File: config.mk
export PLATFORM = sky130hd
export DESIGN_NAME = page_drain
export DESIGN_NICKNAME = d
export VERILOG_FILES = /design/src/rtl/page_drain.sv
export SDC_FILE = /design/constraint.sdc
export NUM_CORES = 1
export LEC_CHECK = 0
export ABC_AREA = 0
export BUFFER_PORTS_ARGS = -buffer_cell sky130_fd_sc_hd__clkbuf_2
export CAP_MARGIN = 5
export CORE_MARGIN = 10
export CORE_UTILIZATION = 40
export DETAILED_ROUTE_END_ITERATION = 8
export GPL_TIMING_DRIVEN = 0
export SLEW_MARGIN = 20
export SYNTH_ARGS = -nofsm -noshare
export SYNTH_HDL_FRONTEND = slang
export SYNTH_SLANG_ARGS = --single-unit
File: constraint.sdc
create_clock -name clk -period 2.5 [get_ports clk]
set_clock_uncertainty 0.1 [all_clocks]
set_input_delay 0.5 -clock clk [delete_from_list [all_inputs] [get_ports clk]]
set_output_delay 0.5 -clock clk [all_outputs]
set_load 0.01 [all_outputs]
File: src/rtl/page_drain.sv
// page_drain: read-side controller for a paged block memory. Waits for
// filled pages, reads their entry count, streams the entries out on a
// valid/ready port and pulses page_done when each page is fully drained.
// Ports: clk, rst_n (async, active low); page_ready/page_ready_idx in;
// page_done/page_done_idx out; rd_en/rd_addr/rd_page/rd_regce/rd_rst to
// the memory, rd_nent/rd_data from it; m_valid/m_ready/m_data/m_last/
// m_page stream; busy high outside IDLE.
// Optional macro PAGE_DRAIN_HEADER_EN: prefix every page with a header beat.
module page_drain #(
    parameter int RAM_WIDTH  = 18,
    parameter int RAM_DEPTH  = 1024,
    parameter int PAGE_BITS  = 1,
    parameter int RD_LATENCY = 2
) (
    input  logic                         clk,
    input  logic                         rst_n,
    input  logic                         page_ready,
    input  logic [PAGE_BITS-1:0]         page_ready_idx,
    output logic                         page_done,
    output logic [PAGE_BITS-1:0]         page_done_idx,
    output logic                         rd_en,
    output logic [$clog2(RAM_DEPTH)-1:0] rd_addr,
    output logic [PAGE_BITS-1:0]         rd_page,
    output logic                         rd_regce,
    output logic                         rd_rst,
    input  logic [4:0]                   rd_nent,
    input  logic [RAM_WIDTH-1:0]         rd_data,
    output logic                         m_valid,
    input  logic                         m_ready,
    output logic [RAM_WIDTH-1:0]         m_data,
    output logic                         m_last,
    output logic [PAGE_BITS-1:0]         m_page,
    output logic                         busy
);

    localparam int AW  = $clog2(RAM_DEPTH);
    localparam int NP  = 2 ** PAGE_BITS;
    localparam int FD  = RD_LATENCY + 2;
    localparam int PW  = (FD > 1) ? $clog2(FD) : 1;
    localparam int CTW = $clog2(FD + 1);
    localparam int CW  = (AW + 1 > 5) ? AW + 1 : 5;

    typedef enum logic [2:0] {
        IDLE, LATCH, COUNT, ISSUE, DRAIN, DONE
    } state_t;

    state_t state, state_n;

    logic [NP-1:0]        pend, pend_n;
    logic [PAGE_BITS-1:0] rr, page, sel, idx;
    logic                 sel_vld;
    logic [AW-1:0]        addr;
    logic [CW-1:0]        cnt, cnt_src, nent_min;
    logic [RD_LATENCY-1:0] pv, pl;
    logic [CTW-1:0]       inflight, occ;
    logic                 credit, issue, last_rd;
    logic                 hdr_push, push, pop;

    logic [RAM_WIDTH-1:0] f_data [FD];
    logic                 f_last [FD];
    logic [PAGE_BITS-1:0] f_page [FD];
    logic [PW-1:0]        wp, rp;
    logic [RAM_WIDTH-1:0] din;
    logic                 dl;

    // First pending page at or after the round-robin pointer.
    always_comb begin
        sel     = '0;
        sel_vld = 1'b0;
        idx     = '0;
        for (int i = 0; i < NP; i++) begin
            idx = rr + PAGE_BITS'(i);
            if (!sel_vld && pend[idx]) begin
                sel     = idx;
                sel_vld = 1'b1;
            end
        end
    end

    always_comb begin
        inflight = '0;
        for (int i = 0; i < RD_LATENCY; i++)
            inflight = inflight + CTW'(pv[i]);
    end

    // Every issued read already owns a FIFO slot, so pushes never overflow.
    assign credit  = (int'(occ) + int'(inflight)) < FD;
    assign last_rd = int'(addr) == int'(cnt) - 1;

    always_comb begin
        if (int'(rd_nent) > RAM_DEPTH)
            nent_min = CW'(RAM_DEPTH);
        else
            nent_min = CW'(rd_nent);
    end

`ifdef PAGE_DRAIN_HEADER_EN
    // rd_nent is only valid in the first COUNT cycle; keep it across stalls.
    logic cnt_hold;

    always_ff @(posedge clk or negedge rst_n) begin
        if (!rst_n)
            cnt_hold <= 1'b0;
        else if (state == LATCH)
            cnt_hold <= 1'b0;
        else if (state == COUNT)
            cnt_hold <= 1'b1;
    end

    assign cnt_src = cnt_hold ? cnt : nent_min;
`else
    assign cnt_src = nent_min;
`endif

    always_comb begin
        state_n  = state;
        rd_en    = 1'b0;
        issue    = 1'b0;
        hdr_push = 1'b0;
        unique case (state)
            IDLE: begin
                if (sel_vld)
                    state_n = LATCH;
            end
            LATCH: begin
                rd_en   = 1'b1;
                state_n = COUNT;
            end
            COUNT: begin
`ifdef PAGE_DRAIN_HEADER_EN
                if (credit) begin
                    hdr_push = 1'b1;
                    state_n  = (cnt_src == '0) ? DONE : ISSUE;
                end
`else
                state_n = (cnt_src == '0) ? DONE : ISSUE;
`endif
            end
            ISSUE: begin
                if (credit) begin
                    rd_en = 1'b1;
                    issue = 1'b1;
                    if (last_rd)
                        state_n = DRAIN;
                end
            end
            DRAIN: begin
                // Leave as the final beat is accepted so page_done follows it.
                if (inflight == '0 &&
                    (occ == '0 || (occ == CTW'(1) && pop)))
                    state_n = DONE;
            end
            DONE: begin
                state_n = IDLE;
            end
            default: begin
                state_n = IDLE;
            end
        endcase
    end

    // A re-ready of the page being drained wins over its clear.
    always_comb begin
        pend_n = pend;
        if (state == IDLE && sel_vld)
            pend_n[sel] = 1'b0;
        if (page_ready)
            pend_n[page_ready_idx] = 1'b1;
    end

    always_ff @(posedge clk or negedge rst_n) begin
        if (!rst_n) begin
            state <= IDLE;
            pend  <= '0;
            rr    <= '0;
            page  <= '0;
            addr  <= '0;
            cnt   <= '0;
            pv    <= '0;
            pl    <= '0;
        end else begin
            state <= state_n;
            pend  <= pend_n;
            unique case (state)
                IDLE: begin
                    if (sel_vld) begin
                        page <= sel;
                        addr <= '0;
                    end
                end
                COUNT: begin
                    cnt  <= cnt_src;
                    addr <= '0;
                end
                ISSUE: begin
                    if (issue && !last_rd)
                        addr <= addr + 1'b1;
                end
                DONE: begin
                    rr <= page + 1'b1;
                end
                default: ;
            endcase
            pv[0] <= issue;
            pl[0] <= issue && last_rd;
            for (int i = 1; i < RD_LATENCY; i++) begin
                pv[i] <= pv[i-1];
                pl[i] <= pl[i-1];
            end
        end
    end

    assign push = hdr_push | pv[RD_LATENCY-1];
    assign pop  = m_valid & m_ready;

    always_comb begin
        din = rd_data;
        dl  = pl[RD_LATENCY-1];
        if (hdr_push) begin
            din = RAM_WIDTH'({page, cnt_src[4:0]});
            dl  = (cnt_src == '0);
        end
    end

    always_ff @(posedge clk or negedge rst_n) begin
        if (!rst_n) begin
            wp  <= '0;
            rp  <= '0;
            occ <= '0;
            for (int i = 0; i < FD; i++) begin
                f_data[i] <= '0;
                f_last[i] <= 1'b0;
                f_page[i] <= '0;
            end
        end else begin
            if (push) begin
                f_data[wp] <= din;
                f_last[wp] <= dl;
                f_page[wp] <= page;
                wp <= (wp == PW'(FD - 1)) ? '0 : wp + 1'b1;
            end
            if (pop)
                rp <= (rp == PW'(FD - 1)) ? '0 : rp + 1'b1;
            case ({push, pop})
                2'b10:   occ <= occ + 1'b1;
                2'b01:   occ <= occ - 1'b1;
                default: ;
            endcase
        end
    end

    a_no_overflow: assert property (@(posedge clk) disable iff (!rst_n)
        !(push && !pop && int'(occ) == FD));
    a_one_push: assert property (@(posedge clk) disable iff (!rst_n)
        !(hdr_push && pv[RD_LATENCY-1]));

    assign m_valid       = (occ != '0);
    assign m_data        = m_valid ? f_data[rp] : '0;
    assign m_last        = m_valid ? f_last[rp] : 1'b0;
    assign m_page        = m_valid ? f_page[rp] : '0;
    assign rd_addr       = addr;
    assign rd_page       = page;
    assign rd_regce      = 1'b1;
    assign rd_rst        = 1'b0;
    assign page_done     = (state == DONE);
    assign page_done_idx = page_done ? page : '0;
    assign busy          = (state != IDLE);

endmodule

* After elaboration in Yosys (flattened, before gate mapping)
Cells that the tools add are included. W data, S select, Z words.
Storage, ports and cells: register bits after elaboration 113, bits of input ports 28, output and inout bits 38, word-level logic and storage cells 137
Cells by class: add/sub/neg operators 10, magnitude comparators 10, equality and inequality tests 16, mux-type cells 49, bitwise operators 6, reduce and logical (&&, ||, !) cells 23
Operators by type and width (count):
- $bwmux W72 | 1
- $mux W18 | 4
- $bmux W18 S2 | 1
- $demux W18 S2 | 1
- $pmux W10 S3 | 1
- $mux W1 | 20
- $mux W10 | 2
- $mux W3 | 5
- $pmux W3 S5 | 1
- $eq A11 B6 Y1 | 1
- $logic_not A11 Y1 | 1
- $add A10 B1 Y10 const B | 1
- $ne A2 B2 Y1 const B | 5
- $logic_and A1 B1 Y1 | 9
- $logic_not A3 Y1 | 3
- $reduce_bool A3 Y1 | 3
- $bwmux W4 | 2
- $lt A1 B2 Y1 const B | 4
- $mux W2 | 4
- $eq A2 B2 Y1 const B | 3
- $eq A3 B1 Y1 const B | 2
- $eq A3 B2 Y1 const B | 2
- $eq A3 B3 Y1 const B | 2
- $ge A3 B3 Y1 const B | 2
- other kinds (27) | 34

* Longest topological paths before layout
Gate-level depths: netlist (run 1).
word-level depth 15, gate-level depth with buffers 9, gate-level depth less buffers 9

* Least setup slack after synthesis (run 1)
No wires, ideal clock.
path kind register to output, start point reg pv[1], end point out rd_en, data arrival time 1.712 ns, slack 0.188 ns, cell stages (with the launch flop) 5, buffers on the path 0, cells stage by stage dfrtp_1 ha_1 ha_1 a311o_1 a211oi_1
Between the ends: word-level cells in the longest chain between the ends 5
RTL lines:
- start, declared | RTL line 54 | logic [RD_LATENCY-1:0] pv, pl;
- start signal, assigned by index | RTL line 207 | pv[i] <= pv[i-1];
- $add A1 B1 Y2 | RTL line 83 | inflight = inflight + CTW'(pv[i]);
- $add A3 B2 Y4 | RTL line 87 | assign credit = (int'(occ) + int'(inflight)) < FD;
- $lt A4 B3 Y1 | RTL line 87
- $mux W1 | RTL line 140 | if (credit) begin
- $pmux W1 S2 | RTL line 120 | unique case (state)
- end, declared | RTL line 21 | output logic rd_en,
No other way between the ends.

* Worst setup path after layout (run 1)
Ends and elaborated chain as after synthesis.

==> impl_metrics.env, run 1 <==
export IMPL_min_path_type="in2reg"
export IMPL_die_h_um=138
export IMPL_path_buf_inv=1
export IMPL_path_clk_slew_ns=0.05
export IMPL_reg2regPathDepth=7
export IMPL_endpoint_kind="output port"
export IMPL_syn_inst=420
export IMPL_grt_max_degree=60
export IMPL_synth_ff_type="dfrtp_1"
export IMPL_portBuffers=63
export IMPL_via_per_inst=5.23
export IMPL_p_leak_nw=2.99
export IMPL_setup_violations=1
export IMPL_worstSkewPairLatency_ns=0.42
export IMPL_timing_rr_start="pv[1]"
export IMPL_antenna_found_initial=0
export IMPL_fmax_mhz=387
export IMPL_initialDrtViolationCount=152
export IMPL_syn_nets=463
export IMPL_area_growth_syn_to_layout_pct=22.6
export IMPL_yosys_warnings=0
export IMPL_violations="negative setup slack"
export IMPL_p_total_mw=9.50
export IMPL_post_route_period_util=1.03
export IMPL_whs_ns=0.192
export IMPL_max_vdd_ir_drop_mv=0.588
export IMPL_synth_top_cell_area_share=0.512
export IMPL_numClockSinks=113
export IMPL_synth_top_area_cell="dfrtp_1"
export IMPL_status="finished, violations left"
export IMPL_ctsLongestPathBuffers=2
export IMPL_synth_distinct_cells=52
export IMPL_numCtsBuffers=17
export IMPL_die_w_um=138
export IMPL_min_to="pend[0]"
export IMPL_crit_arrival_ns=1.99
export IMPL_num_antenna_cells=0
export IMPL_nNetsFinal=551
export IMPL_post_drt_wl_per_cell_um=17.3
export IMPL_setup_tns_ns=-0.0854
export IMPL_crit_path_top_delay_cell="dfrtp_2"
export IMPL_ff2ff_setup_slack_ns=0.11
export IMPL_critPathKind="reg2out"
export IMPL_rsz0062_at_grt="yes"
export IMPL_crit_path_frequent_cell="ha_4"
export IMPL_start_kind="register"
export IMPL_drv_slew=0
export IMPL_vias=3644
export IMPL_max_stage_delay_ns=0.43
export IMPL_hold_violations=0
export IMPL_io_pins=66
export IMPL_dr_pass1_iters=4
export IMPL_cts_root_buf="clkbuf_16"
export IMPL_min_period_ns=2.59
export IMPL_cp_required_ns=1.90
export IMPL_start_util=0.413
export IMPL_worst_path_max_fanout=3
export IMPL_drtAntennaViolNets=0
export IMPL_synth_area_leaders="dfrtp_1, mux2_2, mux4_2"
export IMPL_htree_levels=4
export IMPL_power_density_nw_per_um2=1400
export IMPL_finalCoreUtilization=0.506
export IMPL_track_usage=0.135
export IMPL_synth_edf_count=0
export IMPL_syn_avg_cell_area_um2=13.2
export IMPL_overflow=0
export IMPL_core_area_um2=13400
export IMPL_crit_family="compound AO/OA/AOI/OAI gates"
export IMPL_totalWireLength_um=12100
export IMPL_rr_endpoint="rd_addr[9]"
export IMPL_drc_errors=0
export IMPL_tritoncts="done"
export IMPL_grt_pass1_wl_um=19600
export IMPL_synthArstFlopShare=1.00
export IMPL_min_path_cells=2
export IMPL_grt_pass1_vias=3823
export IMPL_slew_headroom=0.464
export IMPL_min_delay_start="page_ready_idx"
export IMPL_dp_hpwl_um=8270
export IMPL_ys_seq_area_frac=0.512
export IMPL_cap_violations=0
export IMPL_place_congestion=0.809
export IMPL_synth_seq_cells=113
export IMPL_die_area_um2=18900
export IMPL_syn_area_um2=5530
export IMPL_crit_chain="ha_4, ha_4, a311o_1, a211oi_2, buf_2"
export IMPL_setup_slack_ns=-0.0854
export IMPL_rows=42
export IMPL_layout_drive_gt1_share=0.453
export IMPL_tightest_slew_ns=0.802
## flip-flops by register name, indices dropped and copies added (netlist names), 3 cells and up
name     flops
occ          3
f_data      72
f_last       4
f_page       4
rd_addr     10
cnt          5
state        3
## logic make-up after synthesis
family	share of synthesized area
other cells	0.00136
buf+inv	0.0281
compound gates	0.0598
flops	0.512
mux	0.254
fa+ha+maj	0.0340
simple gates	0.0982
xor+xnor	0.0127
## power breakdown
| part | leakage (nW) | internal [mW] | switching [mW] |
|---|---|---|---|
| Combinational | 1.37 | 2.18 | 1.92 |
| Clock | 0.272 | 1.40 | 0.826 |
| Sequential | 1.36 | 2.67 | 0.497 |
| Total | 2.99 | 6.25 | 3.24 |
## repair_timing
action / in CTS / in global routing
endpoints found under the hold margin: 54 / 0
hold buffers: 1 / 0
setup buffers: 4 / 0
resized for setup: 20 / 6
pin swaps: 4 / 0
setup endpoints to repair: 22 / 23
## area by class of cell
cell class | count | area (um^2)
multi-input combinational | 270 | 2600
fill | 1180 | 6620
clock inverter | 11 | 88.8
clock buffer | 21 | 460
buffer | 22 | 131
timing repair buffer | 69 | 392
sequential | 113 | 2830
tap | 176 | 220
inverter | 15 | 56.3
## per-stage QoR
stage,std cells,area (um^2),worst slack [ns]
final,697,6780,-0.0854
after global routing,697,6780,-0.160
after CTS,697,6760,-0.104
after detailed placement,660,6100,-0.00929
after global placement,659,6060,-0.789
after floorplan,420,5530,0.188
## placed cells by master (no fill, tap or decap), types with 4 or more instances in the layout
cell type,synthesis,layout
a21oi_1,5,5
and2_1,21,21
and3_1,4,4
buf_4,3,8
clkbuf_1,15,13
clkbuf_16,0,17
clkbuf_2,0,63
clkbuf_8,0,4
clkinv_2,0,7
dfrtp_1,113,109
dfrtp_2,0,4
ha_1,15,12
inv_1,15,14
mux2_2,84,84
mux4_2,20,20
nand2_1,23,23
nand2b_1,5,4
nor2_1,12,11
nor3_1,4,4
o21ai_0,13,13
o21ai_2,4,4
o311ai_1,4,4
or3_1,4,4
xnor2_1,7,7
## per-layer routing
metal / GRT usage / vias to the layer above / wire length, um
li1: - / 1689 / -
met1: 0.163 / 1858 / 5220
met2: 0.213 / 86 / 5910
met3: 0.0543 / 11 / 822
met4: 0.0463 / 0 / 129
met5: 0 / - / 0
## synth_stat cells, types with 2 or more instances
cell,number
nand2b_1,5
o21bai_1,2
buf_2,4
nand2_1,23
clkbuf_1,15
o21ai_0,13
o21ai_1,3
dfrtp_1,113
buf_4,3
a21o_1,2
o31ai_1,3
inv_1,15
ha_1,15
conb_1,2
xnor2_1,7
o311ai_1,4
nor3_1,4
o21ai_2,4
nor4_1,2
mux4_2,20
nand4_1,2
mux2_2,84
nand3_1,2
and3_1,4
nor2b_1,2
nor4b_1,2
nor2_1,12
a21oi_1,5
and2_1,21
a31oi_1,2
or3_1,4
## worst max path at each step
| stage | startpoint | end | slack (ns) | cells past startpoint |
|---|---|---|---|---|
| 4_1_cts | pv[1] | rd_en | -0.10 | 5 |
| 5_1_grt | pv[1] | rd_en | -0.16 | 5 |
| 6_report | pv[1] | rd_en | -0.09 | 5 |
| 3_3_place_gp | rst_n | cnt[3] | -0.79 | 1 |
| 3_5_place_dp | pv[1] | rd_en | -0.009 | 5 |
| 2_1_floorplan | pv[1] | rd_en | 0.19 | 4 |
## worst register-to-register path, cell delays in order, from the launching register on
cell and delay (ns):
dfrtp_2 0.43, ha_4 0.18, ha_4 0.23, a311oi_1 0.40
nand2_1 0.20, or2_2 0.34, o311ai_1 0.27, o31ai_1 0.11
No activity file was read; power rests on OpenSTA's default activity.
==> inputs of run 2 (changes only) <==
- CTS_BUF_LIST: default -> sky130_fd_sc_hd__clkbuf_2
==> run 2 against run 1 <==
  * The flow still finishes with violations (negative setup slack)
  * Power is 2.4% lower
  * Final area is 3.5% higher
  * Hold slack worse by 0.10 ns
  * Largest cell class unchanged
==> impl_metrics.env, run 2 (synthesis gave the netlist of run 1 again) <==
export IMPL_io_pins=66
export IMPL_min_path_type="in2reg"
export IMPL_p_leak_nw=3.10
export IMPL_grt_max_degree=60
export IMPL_overflow=0
export IMPL_rsz0062_at_grt="yes"
export IMPL_tritoncts="done"
export IMPL_numClockSinks=113
export IMPL_track_usage=0.139
export IMPL_drtAntennaViolNets=0
export IMPL_grt_pass1_vias=3878
export IMPL_ctsLongestPathBuffers=2
export IMPL_placed_area_um2=6100
export IMPL_numCtsBuffers=17
export IMPL_max_stage_delay_ns=0.48
export IMPL_dp_hpwl_um=8270
export IMPL_violations="negative setup slack"
export IMPL_grt_pass1_wl_um=20200
export IMPL_crit_arrival_ns=2.25
export IMPL_largest_register_ffs=72
export IMPL_crit_family="compound AO/OA/AOI/OAI gates"
export IMPL_place_congestion=0.809
export IMPL_power_density_nw_per_um2=1320
export IMPL_cp_required_ns=1.90
export IMPL_worst_path_max_fanout=3
export IMPL_start_kind="register"
export IMPL_cts_root_buf="clkbuf_2"
export IMPL_path_clk_slew_ns=0.17
export IMPL_max_vdd_ir_drop_mv=0.459
export IMPL_final_cell_mix="dfrtp_1, mux2_2, clkbuf_2"
export IMPL_regMostFlops="f_data"
export IMPL_post_drt_wl_per_cell_um=16.9
export IMPL_setup_slack_ns=-0.354
export IMPL_die_w_um=138
export IMPL_finalCoreUtilization=0.523
export IMPL_worstSkewPairLatency_ns=0.68
export IMPL_hold_violations=0
export IMPL_final_cell_area_um2=7010
export IMPL_endpoint_kind="output port"
export IMPL_reg2regPathDepth=7
export IMPL_num_antenna_cells=0
export IMPL_post_route_period_util=1.14
export IMPL_drc_errors=0
export IMPL_cap_violations=0
export IMPL_nNetsFinal=589
export IMPL_final_common_cell="dfrtp_1"
export IMPL_path_buf_inv=1
export IMPL_dr_pass1_iters=5
export IMPL_antenna_found_initial=0
export IMPL_status="finished, violations left"
export IMPL_drv_slew=0
export IMPL_die_area_um2=18900
export IMPL_core_area_um2=13400
export IMPL_start_util=0.413
export IMPL_crit_path_frequent_cell="ha_4"
export IMPL_min_path_cells=3
export IMPL_critPathKind="reg2out"
export IMPL_layout_drive_gt1_share=0.487
export IMPL_portBuffers=63
export IMPL_cp_depth=5
export IMPL_via_per_inst=5.10
export IMPL_die_h_um=138
export IMPL_tightest_slew_ns=0.796
export IMPL_setup_violations=21
export IMPL_htree_levels=4
export IMPL_rows=42
export IMPL_initialDrtViolationCount=122
export IMPL_totalWireLength_um=12400
export IMPL_vias=3745
export IMPL_crit_path_top_delay_cell="dfrtp_2"
export IMPL_crit_chain="ha_4, ha_4, a311o_1, a211oi_2, buf_2"
export IMPL_slew_headroom=0.468
export IMPL_fmax_mhz=350
export IMPL_min_period_ns=2.85
export IMPL_area_growth_syn_to_layout_pct=26.9
run 2: changes by cell type in the layout (fill, tap and decap cells not counted), moves of 4 or more:
cell,previous run,this run
clkbuf_4,0,4
buf_8,1,8
and2_4,0,16
and2_1,21,5
buf_4,8,15
clkbuf_16,17,0
dlygate4sd3_1,1,27
clkbuf_2,63,68
buf_6,1,8
run 2: path summary, 6_finish.rpt:
| path | from | end | slack (ns) |
|---|---|---|---|
| setup / recovery | pv[1] | rd_en | -0.35 |
| hold / removal | m_ready | rp[0] | 0.09 |
| setup reg to reg | pv[1] | rd_addr[9] | 0.09 |
| hold reg to reg | pl[0] | pl[1] | 0.27 |
| max in group asynchronous | rst_n | rd_page | 1.41 |
| min in group asynchronous | rst_n | f_data[12] | 0.23 |
run 2: worst reg2reg max path: stages, from the launching register on:
cell and delay [ns]:
dfrtp_2 0.48, ha_4 0.18, ha_4 0.21, a311oi_1 0.40, nand2_1 0.20, or2_2 0.34
o311ai_1 0.27, o31ai_1 0.11
run 2: per-layer routing:
| layer | track usage | part of all wire | wire, um | vias up |
|---|---|---|---|---|
| met5 | 0 | 0 | 0 | - |
| met4 | 0.0480 | 0.0060 | 75 | 0 |
| met3 | 0.0481 | 0.058 | 719 | 7 |
| met2 | 0.221 | 0.50 | 6270 | 69 |
| met1 | 0.171 | 0.43 | 5390 | 1896 |
| li1 | - | - | - | 1773 |
run 2: metrics by stage:
step                      TNS [ns]  cells  worst slack (ns)  total power, mW  hold WS [ns]
after detailed placement  -0.00929    660          -0.00929             7.17         0.236
after floorplan                  0    420             0.188             5.97         0.104
final                        -3.96    735            -0.354             9.27        0.0905
after CTS                    -6.22    733            -0.441             9.05        0.0131
after global routing         -6.96    735            -0.500             9.93        0.0613
after global placement      -88.59    659            -0.789             7.00         0.232
run 2: final cells by class:
type	instances	area (um^2)
fill	1166	6390
sequential	113	2830
multi-input combinational	270	2670
timing repair buffer	109	902
tap	176	220
buffer	20	136
clock inverter	13	96.3
clock buffer	19	95.1
inverter	15	61.3
run 2: report_power, final:
group / switching, mW / internal, mW
Sequential: 0.521 / 2.65
Clock: 0.691 / 0.347
Combinational: 2.11 / 2.95
run 2: what timing repair did:
| item | in CTS | in global routing |
|---|---|---|
| pin swaps | 24 | 5 |
| hold buffers | 27 | 0 |
| gates resized for setup | 55 | 37 |
| hold endpoints to repair | 133 | 0 |
| gates cloned | 3 | 0 |
| buffers inserted | 12 | 4 |
| setup endpoints to repair | 28 | 27 |
==> inputs of run 3 (changes only) <==
- CORE_UTILIZATION: 40 -> 55
- HOLD_SLACK_MARGIN: default -> 0.08
- PLACE_DENSITY: default -> 0.76
==> run 3 against run 2 <==
  * The flow still finishes with violations (negative setup slack)
  * Fmax is 1.9% higher
  * Die area fell by 24%
  * Combinational power is 2% lower
  * Hold slack gained 0.050 ns
  * Critical path depth stayed put
  * Register-to-register slack worse by 0.09 ns
  * Sequential cell count unchanged
  * Critical path type unchanged
  * Largest power group unchanged
==> impl_metrics.env, run 3 (synthesis gave the netlist of run 1 again) <==
export IMPL_status="finished, violations left"
export IMPL_violations="negative setup slack"
export IMPL_final_cell_area_um2=6930
export IMPL_min_path_type="in2reg"
export IMPL_numCtsBuffers=17
export IMPL_ff2ff_setup_slack_ns=0
export IMPL_cp_required_ns=1.90
export IMPL_fmax_mhz=357
export IMPL_place_congestion=0.884
export IMPL_placed_area_um2=6050
export IMPL_vias=3783
export IMPL_reg2regPathDepth=8
export IMPL_path_clk_slew_ns=0.16
export IMPL_min_delay_start="m_ready"
export IMPL_max_stage_delay_ns=0.47
export IMPL_start_util=0.566
export IMPL_tightest_slew_ns=0.756
export IMPL_via_per_inst=5.47
export IMPL_ctsLongestPathBuffers=2
export IMPL_dr_pass1_iters=4
export IMPL_internal_power_mw=5.87
export IMPL_timing_rr_start="pv[1]"
export IMPL_worst_path_max_fanout=3
export IMPL_p_sw_frac=0.356
export IMPL_die_h_um=120
export IMPL_drtAntennaViolNets=0
export IMPL_io_pins=66
export IMPL_tritoncts="done"
export IMPL_antenna_found_initial=0
export IMPL_cts_root_buf="clkbuf_2"
export IMPL_max_vdd_ir_drop_mv=0.651
export IMPL_grt_max_degree=72
export IMPL_multi_input_area_um2=2660
export IMPL_initialDrtViolationCount=271
export IMPL_p_seq_frac=0.351
export IMPL_die_w_um=120
export IMPL_htree_levels=4
export IMPL_die_area_um2=14500
export IMPL_post_route_period_util=1.12
export IMPL_crit_path_frequent_cell="ha_4"
export IMPL_final_common_cell="dfrtp_1"
export IMPL_num_antenna_cells=0
export IMPL_p_leak_nw=3.10
export IMPL_start_kind="register"
export IMPL_p_comb_frac=0.544
export IMPL_rows=36
export IMPL_critPathKind="reg2out"
export IMPL_drv_slew=0
export IMPL_layout_drive_gt1_share=0.476
export IMPL_track_usage=0.180
export IMPL_seq_area_um2=2830
export IMPL_setup_slack_ns=-0.301
export IMPL_cap_violations=0
export IMPL_setup_violations=21
export IMPL_post_drt_wl_per_cell_um=17.9
export IMPL_grt_pass1_wl_um=20600
export IMPL_final_cell_mix="dfrtp_1, mux2_2, clkbuf_2"
export IMPL_regMostFlops="f_data"
export IMPL_fillers=675
export IMPL_power_density_nw_per_um2=1310
export IMPL_area_growth_syn_to_layout_pct=25.4
export IMPL_crit_arrival_ns=2.20
export IMPL_min_period_ns=2.80
export IMPL_crit_path_top_delay_cell="dfrtp_2"
export IMPL_rr_endpoint="rd_addr[9]"
export IMPL_rsz0062_at_grt="yes"
export IMPL_hold_violations=0
export IMPL_p_switching_mw=3.24
export IMPL_drc_errors=0
export IMPL_dp_hpwl_um=7940
export IMPL_overflow=0
export IMPL_largest_register_ffs=72
export IMPL_p_clk_frac=0.105
export IMPL_portBuffers=63
export IMPL_grt_pass1_vias=4094
export IMPL_min_path_cells=3
export IMPL_setup_tns_ns=-3.97
export IMPL_core_area_um2=9770
export IMPL_nNetsFinal=591
export IMPL_totalWireLength_um=12400
export IMPL_min_to="rp[0]"
export IMPL_crit_chain="ha_4, ha_4, a311o_1, a211oi_2, buf_2"
export IMPL_worstSkewPairLatency_ns=0.64
export IMPL_endpoint_kind="output port"
export IMPL_slew_headroom=0.495
export IMPL_numClockSinks=113
==> run 3: cell count changes in the layout (fill, tap and decap cells not counted), moves of 3 or more <==
cell      delta
buf_2        +4
and2_4       -3
and2_1       +3
buf_6        +7
clkbuf_2     -3
buf_8        -5
==> run 3: final cells by class <==
class,count,share of cell area
plain buffers,20,0.0193
well taps,133,0.0240
flip-flops and latches,113,0.409
repair buffers,111,0.131
clock inverters,10,0.0103
clock buffers,20,0.0144
inverters,15,0.00812
multi-input cells,270,0.384
==> run 3: power groups by stage <==
stage          Clock (mW)  Sequential, mW  Combinational [mW]
2_1_floorplan           0            3.03                2.94
3_3_place_gp            0            3.13                3.82
3_5_place_dp            0            3.19                3.93
4_1_cts             0.999            3.15                4.57
5_1_grt              1.09            3.30                5.41
6_report            0.958            3.20                4.96
==> run 3: critical path: cells and delay by family (launching register included) <==
kind / cells / cell delay (ns)
DFF: 1 / 0.47
adders and majority gates: 2 / 0.39
buffers and inverters: 1 / 0.17
AOI/OAI and AO/OA: 2 / 0.53
==> run 3: per-stage QoR <==
stage               total power, mW  utilization  hold WS (ns)  setup slack, ns  instances
CTS                            8.72        0.695        0.0868           -0.413        688
global placement               6.95        0.615         0.235           -0.728        616
global route                   9.80        0.709         0.105           -0.424        692
floorplan                      5.97            -         0.104            0.188        420
finish                         9.11        0.709         0.140           -0.301        692
detailed placement             7.12        0.619         0.243         -0.00382        617
==> run 3: how the worst max path moves through the flow <==
stage / start / to / slack, ns / cells after the start
after floorplan: pv[1] / rd_en / 0.19 / 4
after global placement: rst_n / rd_addr[7] / -0.73 / 1
final: pv[1] / rd_en / -0.30 / 5
after global routing: pv[1] / rd_en / -0.42 / 5
after detailed placement: pv[1] / rd_addr[7] / -0.004 / 6
after CTS: pv[1] / rd_en / -0.41 / 5
==> run 3: what timing repair did <==
item / CTS / global route
endpoints found under the hold margin: 192 / 0
gates cloned: 3 / 0
hold buffers: 27 / 0
buffers inserted: 12 / 7
setup endpoints to repair: 27 / 30
pin swaps: 9 / 19
gates resized for setup: 43 / 51
==> run 3: routing by layer <==
layer | GRT usage | routed length, um
met3 | 0.0544 | 555
met5 | 0 | 0
met4 | 0.0679 | 189
met1 | 0.209 | 5220
met2 | 0.307 | 6420
